**config.mk**
```make
export PLATFORM = sky130hd
export DESIGN_NAME = pc_unit_flat
export DESIGN_NICKNAME = d
export VERILOG_FILES = /design/src/rtl/pc_unit_if.sv /design/src/rtl/pc_unit.sv /design/src/flat_wrapper.sv
export SDC_FILE = /design/constraint.sdc
export NUM_CORES = 1
export LEC_CHECK = 0
export CAP_MARGIN = 20
export CORE_MARGIN = 4
export CORE_UTILIZATION = 34
export DETAILED_ROUTE_END_ITERATION = 7
export GPL_TIMING_DRIVEN = 0
export MAX_ROUTING_LAYER = met4
export PLACE_DENSITY = 0.7
export SETUP_SLACK_MARGIN = 0.05
export SLEW_MARGIN = 20
export SYNTH_ARGS = -nofsm -noshare
export SYNTH_HDL_FRONTEND = slang
export SYNTH_SLANG_ARGS = --single-unit
```
**constraint.sdc**
```tcl
create_clock -name CLK -period 4.4 [get_ports CLK]
set_input_delay 1.1 -clock CLK [delete_from_list [all_inputs] [get_ports CLK]]
set_output_delay 1.1 -clock CLK [all_outputs]
set_load 0.02 [all_outputs]
```
**src/rtl/pc_unit_if.sv**
```systemverilog
// pc_unit_if: fetch-stage control and PC/RAS observation bundle for pc_unit
interface pc_unit_if #(parameter int PC_W = 32);
  logic            pcEN;
  logic            halt;
  logic [1:0]      pc_src;
  logic [PC_W-1:0] imm16;
  logic [25:0]     imm26;
  logic [PC_W-1:0] regval;
  logic            ras_push;
  logic            ras_pop;
  logic [PC_W-1:0] imemaddr;
  logic [PC_W-1:0] npc;
  logic            halted;
  logic [PC_W-1:0] ras_top;
  logic            ras_valid;
  modport master (output pcEN, halt, pc_src, imm16, imm26, regval, ras_push, ras_pop,
                  input imemaddr, npc, halted, ras_top, ras_valid);
  modport slave (input pcEN, halt, pc_src, imm16, imm26, regval, ras_push, ras_pop,
                 output imemaddr, npc, halted, ras_top, ras_valid);
endinterface

```
**src/rtl/pc_unit.sv**
```systemverilog
// pc_unit: fetch PC with stall, sticky halt and optional return-address stack (PC_RAS_EN)
module pc_unit #(
  parameter int              PC_W     = 32,
  parameter logic [PC_W-1:0] RESET_PC = '0,
  parameter int              RAS_D    = 4
) (
  input logic       CLK,
  input logic       RST,
  pc_unit_if.slave  bus
);
  localparam logic [PC_W-1:0] HI = ~PC_W'(28'hFFFFFFF);
  logic [PC_W-1:0] pc, npc, nxt;
  logic            halted, adv;
  assign npc          = pc + PC_W'(4);
  assign adv          = bus.pcEN && !halted && !bus.halt;
  assign bus.imemaddr = pc;
  assign bus.npc      = npc;
  assign bus.halted   = halted;
  always_comb begin
    nxt = bus.pc_src == 2'b00 ? npc :
          bus.pc_src == 2'b01 ? npc + (bus.imm16 << 2) :
          bus.pc_src == 2'b10 ? (npc & HI) | PC_W'({bus.imm26, 2'b00}) :
          bus.regval;
  end
  always_ff @(posedge CLK) begin
    if (RST) begin
      pc     <= RESET_PC;
      halted <= 1'b0;
    end else begin
      if (bus.halt) halted <= 1'b1;
      if (adv) pc <= nxt;
    end
  end
`ifdef PC_RAS_EN
  localparam int AW = $clog2(RAS_D);
  localparam logic [AW:0] FULL = (AW+1)'(RAS_D);
  logic [PC_W-1:0] ent [RAS_D];
  logic [AW-1:0]   ptr;
  logic [AW:0]     cnt;
  assign bus.ras_top   = ent[ptr];
  assign bus.ras_valid = cnt != '0;
  always_ff @(posedge CLK) begin
    if (RST) begin
      ptr <= '0;
      cnt <= '0;
      for (int i = 0; i < RAS_D; i++) ent[i] <= '0;
    end else if (adv) begin
      if (bus.ras_push && (!bus.ras_pop || cnt == '0)) begin
        ptr                <= ptr + 1'b1;
        ent[ptr + 1'b1]    <= npc;
        cnt                <= cnt == FULL ? cnt : cnt + 1'b1;
      end else if (bus.ras_push) begin
        ent[ptr] <= npc;
      end else if (bus.ras_pop && cnt != '0) begin
        ptr <= ptr - 1'b1;
        cnt <= cnt - 1'b1;
      end
    end
  end
`else
  logic unused_ras;
  assign unused_ras    = bus.ras_push ^ bus.ras_pop;
  assign bus.ras_top   = '0;
  assign bus.ras_valid = 1'b0;
`endif
endmodule

```
**src/flat_wrapper.sv**
```systemverilog
// flat-port wrapper written by rule: the top's interface ports become plain ports
module pc_unit_flat 
#(
  parameter int              PC_W     = 32,
  parameter logic [PC_W-1:0] RESET_PC = '0,
  parameter int              RAS_D    = 4
)
  (CLK, RST, bus_pcEN, bus_halt, bus_pc_src, bus_imm16, bus_imm26, bus_regval, bus_ras_push, bus_ras_pop, bus_imemaddr, bus_npc, bus_halted, bus_ras_top, bus_ras_valid);
  pc_unit_if #(.PC_W(PC_W)) bus_i ();
  input logic CLK;
  input logic RST;
  input wire logic [$bits(bus_i.pcEN)-1:0] bus_pcEN;
  input wire logic [$bits(bus_i.halt)-1:0] bus_halt;
  input wire logic [$bits(bus_i.pc_src)-1:0] bus_pc_src;
  input wire logic [$bits(bus_i.imm16)-1:0] bus_imm16;
  input wire logic [$bits(bus_i.imm26)-1:0] bus_imm26;
  input wire logic [$bits(bus_i.regval)-1:0] bus_regval;
  input wire logic [$bits(bus_i.ras_push)-1:0] bus_ras_push;
  input wire logic [$bits(bus_i.ras_pop)-1:0] bus_ras_pop;
  output wire logic [$bits(bus_i.imemaddr)-1:0] bus_imemaddr;
  output wire logic [$bits(bus_i.npc)-1:0] bus_npc;
  output wire logic [$bits(bus_i.halted)-1:0] bus_halted;
  output wire logic [$bits(bus_i.ras_top)-1:0] bus_ras_top;
  output wire logic [$bits(bus_i.ras_valid)-1:0] bus_ras_valid;
  assign bus_i.pcEN = bus_pcEN;
  assign bus_i.halt = bus_halt;
  assign bus_i.pc_src = bus_pc_src;
  assign bus_i.imm16 = bus_imm16;
  assign bus_i.imm26 = bus_imm26;
  assign bus_i.regval = bus_regval;
  assign bus_i.ras_push = bus_ras_push;
  assign bus_i.ras_pop = bus_ras_pop;
  assign bus_imemaddr = bus_i.imemaddr;
  assign bus_npc = bus_i.npc;
  assign bus_halted = bus_i.halted;
  assign bus_ras_top = bus_i.ras_top;
  assign bus_ras_valid = bus_i.ras_valid;
  pc_unit #(.PC_W(PC_W), .RESET_PC(RESET_PC), .RAS_D(RAS_D)) u_core (.CLK(CLK), .RST(RST), .bus(bus_i));
endmodule
```
* Word level (Yosys, flattened, before mapping)
Cells that the tools add are included.
Cells by class: add/sub/neg operators 2, bitwise logic cells 1, mux-type cells 3, eq/ne operators 2, reductions and logical operators 5
Operator list (number):
- 32-bit 2-to-1 mux | 3
- 32-bit by 3-bit adder with 32-bit output (second input constant) | 1
- 32-bit adder | 1
- 32-bit by 28-bit bitwise OR with 32-bit output | 1
- 2-bit by 1-bit equality test with 1-bit output (second input constant) | 1
- 2-bit equality test (second input constant) | 1
- 1-bit logical AND | 2
- 1-bit zero test | 2
- 2-bit zero test | 1
Storage, ports and cells: output and inout bits 98, bits in registers 33

* Logic depth before layout (Yosys ltp)
depth in word-level cells 5, mapped depth 16, mapped depth without buffers 14

* Least setup slack after synthesis
Ideal clock, no wire load.
path type reg-to-reg, from register u_core.pc[2], in the netlist u_core.bus.imemaddr[2], to register u_core.pc[30], in the netlist u_core.bus.imemaddr[30], period minus slack after synthesis 3.944 ns, cell stages (with the launch flop) 17, arrival time 3.885 ns, path buffers 2, data required time 4.341 ns, path slack 0.456 ns, path through dfxtp_1 ha_1 and3_1 clkbuf_2 nand3_1 nor3_2 nand3_1 xnor2_1 ha_1 clkbuf_1 nand2_1 nor3_1 a221oi_1 mux2_2 o21ai_0 o311a_1 o311a_1
RTL lines:
- from (decl) | RTL line pc_unit.sv:12 | logic [PC_W-1:0] pc, npc, nxt;
- from (signal assigned) | RTL line pc_unit.sv:31 | if (adv) pc <= nxt;
- 32-bit by 3-bit adder with 32-bit output | RTL line pc_unit.sv:14 | assign npc = pc + PC_W'(4);
- net bus_npc[28] | RTL line flat_wrapper.sv:21 | output wire logic [$bits(bus_i.npc)-1:0] bus_npc;
- 32-bit adder | RTL line pc_unit.sv:21 | bus.pc_src == 2'b01 ? npc + (bus.imm16 << 2) :
- 32-bit 2-to-1 mux | RTL line pc_unit.sv:21
- 32-bit 2-to-1 mux | RTL line pc_unit.sv:20 | nxt = bus.pc_src == 2'b00 ? npc :
The timed path passes the listed nets, and every way through them passes these cells. A chain may end at the register's enable or synchronous reset.

* Worst setup path in the final report
from register u_core.pc[2], in the netlist u_core.bus.imemaddr[2], to output port bus_npc[28]
Between the ends: cells in the longest elaborated chain, start to end 1
Ends and longest elaborated chain (RTL line):
- 32-bit by 3-bit adder with 32-bit output | pc_unit.sv:14
- to (decl) | flat_wrapper.sv:21
No other way between the ends.

==> flow_summary.yaml <==
outcome:
  status: "completed"
clocking:
  ctsLongestPathBuffers: 2
  cts_tree: "done"
  cts_root_buffer: "clkbuf_16"
  clk_pin_slew_ns: 0.06
  numCtsBuffers: 5
  insertion_delay_ns: 0.28
  ctsHoldBuffers: 0
  clkSinkCount: 33
  h-tree-depth: 2
detailed_routing:
  wl_per_cell_um: 17.9
  drt-initial-drc-count: 497
  via_per_inst: 5.51
  postRouteAntennaNets: 0
  drc: 0
  totalWireLength_um: 17900
  vias: 5515
  first_pass_iters: 5
synthesis:
  syn_inst: 626
  synth_cell_types: 67
  avgSynthCellArea_um2: 7.53
  syn-cell-area_mm2: 0.00471
  synth_flop_cell: "dfxtp_1"
  synth_edf_count: 0
  yosysSeqAreaShare_pct: 14.0
  ys_ff_latch: 33
  ys_warn_count: 0
  async_flop_share_pct: 0
die:
  chipWidth_um: 126
  rows: 42
  io-pin-count: 196
  start_util_pct: 35.2
  fp.dieH_um: 126
  core_area_mm2: 0.0134
  die-area_mm2: 0.0158
sta:
  fin_crit_ns: 4.12
  drv_slew: 0
  finalCritPeriodShare_pct: 93.6
  timing.hold.ws_ns: 0.481
  worst_pin_slew_ns: 1.00
  setup_tns_ns: 0
  finClkSkew_ns: 0.00261
  rsz0062_at_grt: "false"
  setup_viol: 0
  hold_viol: 0
  relSlewSlack_pct: 33.0
  timing.fmax_mhz: 243
  layout_setup_ws_ns: 0.280
layout:
  diodes: 0
  syn2layout_area_growth_pct: 44.9
  nets: 959
  fillCellCount: 1307
  fin_util_pct: 51.0
  drive_gt1_share_pct: 10.4
grt:
  grt_max_degree: 11
  grt_overflow: 0
  grt_pass1_vias: 5202
  antenna_found_initial: 0
  track_usage_pct: 22.3
  grt_pass1_wl_um: 28000
placement:
  dpl.hpwl_um: 14300
  io_buffer_count: 157
  globalplace.congestion: 0.915
  post-place-ws_ns: 0.0951
critical_path:
  startpoint_type: "flop"
  cp.arrival_ns: 3.02
  cp-end-kind: "output pin"
  required_ns: 3.30
  crit_type: "flop to output pin"
  cp_max_fo: 7
power:
  power_density_mw_per_mm2: 204
  leakage_uw: 0.00283
  design_power_total_uw: 1390
  peakVddDrop_uv: 155
worst_hold_path:
  hold_path_class: "flop to flop"
run:
  cap_viol_max_count: 0
cell families after synthesis:
kind of cell,synth area share [%]
flip-flops,14.0
other,0.0796
buffers and inverters,9.05
adder cells (fa/ha/maj),9.98
AO/OA/AOI/OAI,27.8
multiplexers,8.39
XOR/XNOR,7.99
AND/OR/NAND/NOR,22.7
flip-flops by register name, indices dropped and copies added, names as in the netlist:
signal / cells
u_core.bus.halted: 1
u_core.bus.imemaddr: 32
cell usage after synthesis (3+ instances only):
master     instances  area share (%)
clkbuf_1          21             1.7
a21oi_1           62             6.6
nand3_1           19             2.0
nor3_1            19             2.0
a22oi_1            4            0.64
inv_1              9            0.72
o21bai_1           6            0.96
buf_2              3            0.32
a221oi_1           4            0.74
mux2i_1           17             3.6
a22o_1             4            0.74
o21ai_0           37             3.9
mux4_2             9             4.3
a211oi_1          13             2.1
and2_1             6            0.80
ha_1              36             9.6
nand4_1           13             1.7
or2_2              6            0.80
buf_1              4            0.32
xor2_1            17             3.2
o211ai_1           9             1.4
nand2b_1           3            0.40
and3_1             8             1.1
a211o_1            4            0.74
nor2b_1            6            0.80
a31oi_1            5            0.66
a21o_1            17             2.7
and4_1             5            0.93
o21a_1             6            0.96
o31a_1             4            0.74
buf_4             35             5.6
or3_1              5            0.66
nor4_1             3            0.40
dfxtp_1           33              14
nand2_1           63             5.0
nor2_1            44             3.5
a2bb2oi_1          3            0.56
xnor2_1           26             4.8
o221ai_1           3            0.56
layer usage:
| metal | vias to the layer above | share of wire [%] | GRT usage, % |
|---|---|---|---|
| li1 | 2665 | - | - |
| met4 | 0 | 2.5 | 5.87 |
| met5 | - | 0 | - |
| met2 | 278 | 46 | 35.7 |
| met1 | 2536 | 43 | 29.2 |
| met3 | 36 | 9.0 | 3.81 |
critical path, stage by stage, from the launching register on:
cell             delay [ns]
dfxtp_1                0.43
ha_2                   0.26
and3_1                 0.16
clkbuf_2               0.21
nand3_4                0.16
nor3_4                 0.36
nand3_1                0.14
xnor2_1                0.34
clkdlybuf4s50_1        0.68
worst paths after layout:
path                                        from                                   end  slack (ns)  cells past startpoint
max          u_core.bus.imemaddr[2]$_SDFFE_PP0P_                           bus_npc[28]        0.28                      8
max reg2reg  u_core.bus.imemaddr[2]$_SDFFE_PP0P_  u_core.bus.imemaddr[31]$_SDFFE_PP0P_        0.33                     13
min          u_core.bus.imemaddr[0]$_SDFFE_PP0P_   u_core.bus.imemaddr[0]$_SDFFE_PP0P_        0.48                      2
min reg2reg  u_core.bus.imemaddr[0]$_SDFFE_PP0P_   u_core.bus.imemaddr[0]$_SDFFE_PP0P_        0.48                      2
area by class of cell:
cell class | count | area [um^2] | area share [%]
plain buffers | 66 | 393 | 5.75
clock buffers | 6 | 129 | 1.89
clock inverters | 2 | 10.0 | 0.147
inverters | 9 | 33.8 | 0.495
multi-input cells | 550 | 3800 | 55.6
flip-flops and latches | 33 | 662 | 9.69
well taps | 176 | 220 | 3.22
repair buffers | 159 | 1590 | 23.2
cell usage in the layout, fill, tap and decap left out, types with 17 or more instances in the layout:
cell type,n
conb_1,33
xor2_1,17
mux2i_1,17
nand2_1,63
nor3_1,18
a21oi_1,62
ha_1,35
a21o_1,17
clkbuf_1,22
buf_4,37
nor2_1,44
o21ai_0,37
dfxtp_1,32
xnor2_1,26
nand3_1,18
clkdlybuf4s50_1,157
power by group:
part	switching [uW]	leakage (uW)	total, uW	internal, uW
Clock	138	0.0000706	346	208
Combinational	372	0.00249	699	327
Sequential	29.7	0.000270	348	318
per-stage QoR:
step / instances / area (um^2)
finish: 1001 / 6830
global route: 1001 / 6830
CTS: 999 / 6780
detailed placement: 991 / 6630
global placement: 991 / 6630
floorplan: 658 / 4830
repair_timing:
| item | in CTS | in global routing |
|---|---|---|
| pin swaps | 1 | 0 |
| gates cloned | 0 | 0 |
| setup buffers | 0 | 2 |
| setup endpoints to repair | 2 | 6 |
| gates resized for setup | 2 | 9 |
Note: power is estimated with default switching activity, not from simulation.
==> RTL edit, RTL diff (same settings) <==
`PC_W` is set to 32 in 3 places; all go to 16.
--- a/src/rtl/pc_unit_if.sv
+++ b/src/rtl/pc_unit_if.sv
@@ -1,5 +1,5 @@
 // pc_unit_if: fetch-stage control and PC/RAS observation bundle for pc_unit
-interface pc_unit_if #(parameter int PC_W = 32);
+interface pc_unit_if #(parameter int PC_W = 16);
   logic            pcEN;
   logic            halt;
   logic [1:0]      pc_src;
--- a/src/rtl/pc_unit.sv
+++ b/src/rtl/pc_unit.sv
@@ -1,6 +1,6 @@
 // pc_unit: fetch PC with stall, sticky halt and optional return-address stack (PC_RAS_EN)
 module pc_unit #(
-  parameter int              PC_W     = 32,
+  parameter int              PC_W     = 16,
   parameter logic [PC_W-1:0] RESET_PC = '0,
   parameter int              RAS_D    = 4
 ) (
--- a/src/flat_wrapper.sv
+++ b/src/flat_wrapper.sv
@@ -1,7 +1,7 @@
 // flat-port wrapper written by rule: the top's interface ports become plain ports
 module pc_unit_flat 
 #(
-  parameter int              PC_W     = 32,
+  parameter int              PC_W     = 16,
   parameter logic [PC_W-1:0] RESET_PC = '0,
   parameter int              RAS_D    = 4
 )
Ports: changed (5 resized); port bits go from 196 to 116. No check against the original RTL was run, so the function may have changed too.
==> RTL edit against the unedited design <==
  * Clock skew grew 2.1 ps
  * Worst setup slack better by 610 ps
  * Critical path type unchanged
  * Wire length decreased by 63%
  * Final area shrank 56%
  * Total power shrank 60%
  * Area after synthesis is 57% lower
  * Hold slack lost 4.7 ps
  * Die area fell by 54%
  * Via count is 59% lower
  * Sequential cell count fell by 16
  * Clock power shrank 64%
  * Largest power group unchanged
==> RTL edit: results (changes against the unedited design) <==
* Status: completed
* Post-synth top cells: nand2_1, a21oi_1, buf_4, ha_1, dfxtp_1
* Power Sequential at 173 uW (-50%)
* Met3 routed WL at 400 um (-75%)
* Num CTS Buffers at 3 (-2)
* Reg2reg end: u_core.bus.imemaddr[15]
* Logic pwr share at 0.465 (-0.037)
* Crit path from: u_core.bus.imemaddr[7]
* Layout cells sized above 1 at 0.113 (+0.00875)
* Arr. time, crit path at 2410 ps (-610 ps)
* Post-Synthesis Cells at 253 (-60%)
* Placed cell area at 2990 um^2 (-55%)
* Synth area leaders: dfxtp_1, ha_1, buf_4
* Non-filler cells, final at 426 (-57%)
* Leakage at 1.30 nW (-54%)
* CP max FO at 8 (+1)
* IO buf count at 81 (-48%)
* Htree depth at 1 (-1)
* Via count at 2239 (-59%)
* Setup Skew at 4.70 ps (+2.09 ps)
* R2R setup slack at 1370 ps (+1040 ps)
* Final hold slack at 476 ps (-4.73 ps)
* Global-route wire length before repair at 10.7 mm (-62%)
* Dpl cells at 422 (-57%)
* Clk root buf: clkbuf_8
* Met1 GRT Util at 0.244 (-0.0478)
* Nets@finish at 440 (-54%)
* RD Place Congestion at 0.864 (-5.5%)
* CTS-repair resized insts at 0 (-2)
* Wire length on met2 at 3.11 mm (-62%)
* Setup ws final at 894 ps (+615 ps)
* Met2 Use GR at 0.299 (-0.0581)
* Netlist cell types at 51 (-24%)
* Met1 wire length at 3.02 mm (-61%)
* Overall Global Routing Usage at 0.184 (-0.0387)
## RTL edit: worst max-delay path, stage by stage (launching register included)
cell,delay [ps]
dfxtp_1,490
and4_1,280
nand3_1,150
nor3_1,240
xor2_1,310
clkdlybuf4s50_1,670
## RTL edit: cell families (layout without fill, tap and decap cells)
kind of cell	count (synthesis)	after routing	synth area share
multiplexers	12	12	0.0979
XOR/XNOR	20	20	0.0899
AND/OR/NAND/NOR	84	84	0.219
flip-flops	17	17	0.167
AO/OA/AOI/OAI	70	70	0.211
adder cells (fa/ha/maj)	19	19	0.121
other	1	17	0.00185
buffers and inverters	30	115	0.0917
## RTL edit: cell type report
class,instances,area [um^2]
Fill cell,538,2600
Multi-Input combinational cell,222,1570
Timing Repair Buffer,81,811
Sequential cell,17,340
Buffer,26,171
Tap cell,72,90.1
Clock buffer,4,45.0
Inverter,4,15.0
